<file path="src/rtl/iso14443a_pkg.sv">
// Shared ISO/IEC 14443-3A framing definitions used by the rx frame decoder and tx frame encoder.
package iso14443a_pkg;

    localparam int BITS_PER_BYTE = 8;

    // out_data_bits value meaning "all eight bits valid"
    localparam logic [2:0] DATA_BITS_FULL = 3'd0;

    typedef enum logic [1:0] {
        IDLE,
        DATA,
        PARITY,
        DISCARD
    } rx_frame_state_t;

endpackage

</file>
<file path="src/rtl/odd_parity8.sv">
// Combinational odd-parity generator: parity makes the 9-bit word {parity, data} contain an odd number of ones.
module odd_parity8 (
    input  logic [7:0] data,
    output logic       parity
);

    assign parity = ~^data;

endmodule

</file>
<file path="src/rtl/rx_frame_decode.sv">
// Bit-to-byte frame decoder: strips and checks odd parity after each LSB-first byte,
// forwards partial final bytes with a bit count and flags parity/framing/upstream errors.
module rx_frame_decode
    import iso14443a_pkg::*;
#(
    parameter bit CHECK_PARITY = 1'b1
) (
    input  logic       clk,
    input  logic       rst,
    input  logic       in_soc,
    input  logic       in_eoc,
    input  logic       in_data,
    input  logic       in_data_valid,
    input  logic       in_error,
    output logic       out_soc,
    output logic       out_eoc,
    output logic [7:0] out_data,
    output logic [2:0] out_data_bits,
    output logic       out_data_valid,
    output logic       out_error
);

    rx_frame_state_t state_q, state_d;
    logic [2:0]      bit_cnt_q, bit_cnt_d;
    logic [7:0]      shift_q, shift_d;
    logic            eoc_pend_q, eoc_pend_d;
    logic            soc_q, soc_d;
    logic            eoc_q, eoc_d;
    logic [7:0]      data_q, data_d;
    logic [2:0]      bits_q, bits_d;
    logic            valid_q, valid_d;
    logic            err_q, err_d;
    logic            par_exp;

    odd_parity8 u_par (
        .data   (shift_q),
        .parity (par_exp)
    );

    always_comb begin
        state_d    = state_q;
        bit_cnt_d  = bit_cnt_q;
        shift_d    = shift_q;
        eoc_pend_d = 1'b0;
        soc_d      = 1'b0;
        // a partial or parity-less last byte is followed by its end-of-frame one cycle later
        eoc_d      = eoc_pend_q;
        data_d     = '0;
        bits_d     = DATA_BITS_FULL;
        valid_d    = 1'b0;
        err_d      = 1'b0;

        if (in_soc) begin
            state_d   = DATA;
            bit_cnt_d = '0;
            shift_d   = '0;
            soc_d     = 1'b1;
        end else if (in_error && (state_q != IDLE)) begin
            state_d = IDLE;
            err_d   = 1'b1;
        end else begin
            case (state_q)
                DATA: begin
                    if (in_eoc) begin
                        state_d = IDLE;
                        if (bit_cnt_q == 3'd0) begin
                            eoc_d = 1'b1;
                        end else begin
                            data_d     = shift_q;
                            bits_d     = bit_cnt_q;
                            valid_d    = 1'b1;
                            eoc_pend_d = 1'b1;
                        end
                    end else if (in_data_valid) begin
                        shift_d[bit_cnt_q] = in_data;
                        bit_cnt_d          = bit_cnt_q + 3'd1;
                        if (bit_cnt_q == 3'(BITS_PER_BYTE - 1)) begin
                            state_d = PARITY;
                        end
                    end
                end
                PARITY: begin
                    if (in_eoc) begin
                        state_d    = IDLE;
                        data_d     = shift_q;
                        valid_d    = 1'b1;
                        err_d      = 1'b1;
                        eoc_pend_d = 1'b1;
                    end else if (in_data_valid) begin
                        if ((in_data == par_exp) || !CHECK_PARITY) begin
                            state_d   = DATA;
                            bit_cnt_d = '0;
                            shift_d   = '0;
                            data_d    = shift_q;
                            valid_d   = 1'b1;
                        end else begin
                            state_d = DISCARD;
                            err_d   = 1'b1;
                        end
                    end
                end
                DISCARD: begin
                    if (in_eoc) begin
                        state_d = IDLE;
                        eoc_d   = 1'b1;
                    end
                end
                default: begin
                end
            endcase
        end
    end

    always_ff @(posedge clk) begin
        if (rst) begin
            state_q    <= IDLE;
            bit_cnt_q  <= '0;
            eoc_pend_q <= 1'b0;
            soc_q      <= 1'b0;
            eoc_q      <= 1'b0;
            data_q     <= '0;
            bits_q     <= '0;
            valid_q    <= 1'b0;
            err_q      <= 1'b0;
        end else begin
            state_q    <= state_d;
            bit_cnt_q  <= bit_cnt_d;
            eoc_pend_q <= eoc_pend_d;
            soc_q      <= soc_d;
            eoc_q      <= eoc_d;
            data_q     <= data_d;
            bits_q     <= bits_d;
            valid_q    <= valid_d;
            err_q      <= err_d;
        end
    end

    // The shifter is pure datapath; in_soc clears it before any frame uses it.
    always_ff @(posedge clk) begin
        shift_q <= shift_d;
    end

    assign out_soc        = soc_q;
    assign out_eoc        = eoc_q;
    assign out_data       = data_q;
    assign out_data_bits  = bits_q;
    assign out_data_valid = valid_q;
    assign out_error      = err_q;

endmodule
</file>
<file path="config.mk">
export PLATFORM = sky130hd
export DESIGN_NAME = rx_frame_decode
export DESIGN_NICKNAME = d
export VERILOG_FILES = /design/src/rtl/iso14443a_pkg.sv /design/src/rtl/odd_parity8.sv /design/src/rtl/rx_frame_decode.sv
export SDC_FILE = /design/constraint.sdc
export NUM_CORES = 1
export LEC_CHECK = 0
export ABC_AREA = 0
export CORE_MARGIN = 2
export CORE_UTILIZATION = 40
export CTS_BUF_LIST = sky130_fd_sc_hd__clkbuf_16
export DETAILED_ROUTE_END_ITERATION = 10
export PLACE_DENSITY_LB_ADDON = 0.08
export SKIP_LAST_GASP = 1
export SLEW_MARGIN = 5
export SYNTH_ARGS = -nofsm -noshare
export SYNTH_HDL_FRONTEND = slang
export SYNTH_SLANG_ARGS = --single-unit
</file>
<file path="constraint.sdc">
create_clock -name clk -period 2.65 [get_ports clk]
set_input_delay 0.3975 -clock clk [delete_from_list [all_inputs] [get_ports clk]]
set_output_delay 0.3975 -clock clk [all_outputs]
set_load 0.05 [all_outputs]
</file>
# Word-level counts from Yosys, hierarchy flattened
# Index checks and enable logic that the tools add are counted.
# word_totals
out_inout_bits,15
word_cells,100
input_bits,7
reg_bits,29
# classes
bitwise,3
n_lt_le_gt_ge,2
addsub,1
muxes,51
n_eq_ne,18
reduce_logical,14
# ops
op,n
$mux W8,10
$pmux W8 S2,2
$mux W1,20
$mux W3,5
$ne A5 B5 Y1 const B,3
$mux W2,7
$ne A2 B2 Y1 const B,6
$reduce_and A5 Y1,2
$ne A3 B3 Y1 const B,3
$bwmux W8,1
$reduce_xnor A8 Y1,1
$reduce_and A7 Y1,1
$pmux W1 S2,3
$pmux W2 S3,1
$pmux W3 S2,1
$reduce_or A6 Y1,1
$reduce_bool A5 Y1,1
$eq A2 B2 Y1 const B,2
$lt A3 B4 Y1 const B,1
$ne A4 B4 Y1 const B,1
$reduce_bool A2 Y1,2
$add A3 B1 Y3 const B,1
$demux W1 S3,1
$eq A3 B3 Y1 const B,1
9 further kinds,12

# Logic depth before layout (Yosys ltp)
# logic_depth
depth_word,8
depth_mapped,8
mapped_depth_nobuf,7

# Hierarchy
# From an unflattened synthesis, not the netlist that was laid out.
# hier_totals
hier_cells,143
hier_area_um2,1365.1
# modules_own_cells
module,seq_area_each_um2,area_each_um2,cells_per_inst,n_inst
rx_frame_decode,580.6,1303.8,136,1
odd_parity8,0.0,61.3,7,1

# Worst setup path after synthesis
# No wires, ideal clock.
# synth_timing
path_type,register to register
startpoint,register bit_cnt_q[0]
endpoint,"register data_q[0], in the netlist out_data[0]"
required_ns,2.586
synth_period_minus_slack_ns,1.828
path_buffers,2
arrival_time_ns,1.764
setup_slack_ns,0.822
setup_ns,0.064
stages_incl_launch_ff,9
cell_sequence,dfxtp_1 clkbuf_1 clkinv_1 ha_1 a21o_1 a21bo_2 o31a_1 buf_6 nor2_1
# synth_between
elab_chain_len,4
# synth_lines
element,line_no,source
"start, declared",rx_frame_decode.sv:24,"logic [2:0] bit_cnt_q, bit_cnt_d;"
"start signal, assigned",rx_frame_decode.sv:127,bit_cnt_q <= bit_cnt_d;
$logic_not A3 Y1,rx_frame_decode.sv:66,if (bit_cnt_q == 3'd0) begin
$mux W8,rx_frame_decode.sv:66,
$mux W8,rx_frame_decode.sv:64,if (in_eoc) begin
$pmux W8 S2,rx_frame_decode.sv:62,case (state_q)
"end signal, assigned",rx_frame_decode.sv:131,data_q <= data_d;
"end, declared",rx_frame_decode.sv:29,"logic [7:0] data_q, data_d;"
# Every way passes these cells.
# A chain may end at the register's enable or synchronous reset.

# Worst setup path in the final report
# layout_timing
startpoint,input port in_data
endpoint,"register data_q[3], in the netlist out_data[3]"
# layout_between
elab_chain_len,5
# layout_lines
element,line_no,source
"start, declared",rx_frame_decode.sv:12,"input logic in_data,"
$eq A1 B1 Y1,rx_frame_decode.sv:90,if ((in_data == par_exp) || !CHECK_PARITY) begin
$mux W8,rx_frame_decode.sv:90,
$mux W8,rx_frame_decode.sv:89,end else if (in_data_valid) begin
$mux W8,rx_frame_decode.sv:83,if (in_eoc) begin
$pmux W8 S2,rx_frame_decode.sv:62,
# Every way passes these cells.

==> impl_metrics.ini <==
[run_status]
outcome = finished clean

[finish]
syn2layout_area_growth_pct = 27.6
utilization = 0.522
finish.net_count = 214
final_layout_size_suffix_gt1_frac = 0.0950
n_antenna_cell = 0

[global_routing]
overflow = 0
track_usage = 0.178
grt_pass1_vias = 1275
antenna_found_initial = 0
grt_max_degree = 18
grt_pass1_wl_microns = 5720

[clock_tree]
cts_buffer_depth = 2
cts_sinks = 29
htreeDepth = 2
clock-root-buffer = clkbuf_16
clk_latency_ns = 0.27
cts_tree = built
cts_hold_buf = 0
postCtsSetupBuffers = 0
cts_buffers = 5
clk_pin_slew_ns = 0.05
cts_resized = 0

[logic_synthesis]
synthDistinctLibCells = 38
synthFlopType = dfxtp_1
netlist_area_sq_um = 1470
syn_nets = 190
yosys_warnings = 0
synth-seq-cells = 29
syn_avg_cell_area_sq_um = 8.42
synth-seq-area-share = 0.394
synth_edf_count = 0
async_flop_share = 0
syn_inst = 175

[sta]
setup_viol = 0
setup_tns_ns = 0
drv_slew = 0
maxSlewHeadroom = 0.555
max_slew.worst_pin.slew_ns = 0.667
fmax_mhz = 484
finalCritPeriodShare = 0.780
hold_viol = 0
rsz0062_at_grt = no
fin_crit_ns = 2.07
skew_ns = 0.00624

[critical_path]
r2r_slack_ns = 0.59
worstSetupEndpointType = flop
rr_startpoint = state_q[0]$_SDFFE_PP0P_
cp_max_fo = 9
startpoint_type = input port
cp.required_ns = 2.80
reg2regPathDepth = 8
crit_type = input port to flop
r2r-end = shift_q[0]$_SDFFE_PP0P_
arrival_ns = 2.22

[placed_design]
numPortBuffers = 21
hpwl_microns = 2480
gp_congestion = 0.817

[power_and_ir_drop]
power_leakage_uw = 0.000678
p_per_area_nw_per_um2 = 583
p_switching_uw = 262
swShare = 0.240
ir_drop_uv = 278
pwr-share-clk = 0.477
p_int_uw = 833
power_frac_comb = 0.113
pwr-share-seq = 0.410
power_uw = 1100

[floorplan]
dieArea_sq_um = 4190
initial_core_util = 0.409
dieWidth_microns = 64.7
core_sq_um = 3610
ios = 22
rows = 22
die_h_microns = 64.7

[detailed_routing]
wire_per_inst_microns = 13.4
drtPass1Iterations = 4
ant_nets = 0
drtIter0Drc = 77
remaining_drc_errors = 0
vias = 1295
vias_per_cell = 5.22
wl_microns = 3320

[worst_hold_path]
holdCritStartpoint = eoc_pend_q$_SDFF_PP0_
worstHoldEndpoint = out_eoc$_SDFF_PP0_
worstHoldPathCells = 2
min_path_type = flop to flop

[flow_run]
drv_cap = 0
==> cell usage in the layout (no fill, tap or decap), types with 3 or more instances in the layout <==
master	Yosys	routed
a211oi_1	7	7
a21oi_1	5	5
a31oi_1	9	9
buf_4	0	6
clkbuf_16	0	5
clkdlybuf4s50_1	0	21
dfxtp_1	29	29
ha_1	8	8
inv_1	8	9
nand2_1	15	15
nand2b_1	3	3
nand3_1	5	5
nor2_1	29	29
nor2b_1	5	5
nor3_1	11	11
o2111ai_1	3	3
xnor2_1	3	3
==> logic make-up after synthesis <==
group	synth area share
AO/OA/AOI/OAI	0.198
XOR/XNOR	0.0645
adder cells (fa/ha/maj)	0.0679
buffers and inverters	0.0577
flip-flops	0.394
AND/OR/NAND/NOR	0.218
==> sequential cells by signal (all words and copies together), names as in the netlist <==
register and count:
out_soc 1, out_eoc 1, state_q 2, out_error 1, out_data 8, shift_q 8, out_data_bits 3, eoc_pend_q 1
bit_cnt_q 3, out_data_valid 1
==> per-stage QoR <==
step,hold WS [ns],cell area (sq um),setup slack (ns),cells
2_1_floorplan,0.425,1470,0.822,175
3_3_place_gp,0.442,1740,0.366,240
3_5_place_dp,0.455,1740,0.285,240
4_1_cts,0.462,1880,0.563,248
5_1_grt,0.464,1880,0.378,248
6_report,0.455,1880,0.584,248
==> power groups by stage <==
stage | Combinational (uW) | Sequential [uW] | Clock (uW)
after floorplan | 80.4 | 461 | 0
after global placement | 120 | 458 | 0
after detailed placement | 122 | 458 | 0
after CTS | 123 | 449 | 530
after global routing | 135 | 450 | 556
final | 123 | 450 | 523
==> worst max path at each step <==
stage,startpoint,end,slack (ns)
2_1_floorplan,bit_cnt_q[0]$_SDFFE_PP0P_,out_data[0]$_SDFF_PP0_,0.82
4_1_cts,in_data,out_data[3]$_SDFF_PP0_,0.56
6_report,in_data,out_data[3]$_SDFF_PP0_,0.58
5_1_grt,state_q[0]$_SDFFE_PP0P_,shift_q[6]$_SDFFE_PP0P_,0.38
3_5_place_dp,in_data,out_data[3]$_SDFF_PP0_,0.28
3_3_place_gp,in_data,out_data[0]$_SDFF_PP0_,0.37
==> worst max-delay path, stage by stage <==
cell	delay (ns)
clkdlybuf4s50_1	0.43
xnor2_1	0.22
xnor3_2	0.42
xnor2_4	0.31
o31a_1	0.35
nor2_1	0.09
==> per-layer routing <==
metal,vias to the layer above,track usage,part of all wire
li1,656,-,-
met2,28,0.302,0.49
met4,0,0.0665,0.017
met3,6,0.0608,0.050
met5,-,0,0
met1,605,0.208,0.45
==> cell usage after synthesis, drive strengths merged (2+ instances only) <==
cell type	count	share of area
a211oi	7	0.036
a21o	2	0.010
a21oi	6	0.028
a221oi	2	0.012
a31oi	9	0.038
buf	3	0.014
clkbuf	7	0.019
clkinv	2	0.0051
dfxtp	29	0.39
ha	8	0.068
inv	8	0.020
nand2	15	0.038
nand2b	3	0.013
nand3	5	0.017
nor2	29	0.074
nor2b	5	0.021
nor3	11	0.037
o2111ai	3	0.018
o21ai	2	0.0068
o22ai	2	0.0085
xnor2	4	0.037
xor2	2	0.012
==> layout make-up <==
cell class / instances / area [sq um]
clock buffer: 5 / 125
clock inverter: 3 / 13.8
fill: 351 / 1730
inverter: 10 / 37.5
multi-input combinational: 126 / 808
sequential: 29 / 581
tap: 48 / 60.1
timing repair buffer: 27 / 255
Power figures use the tool's default switching activity.
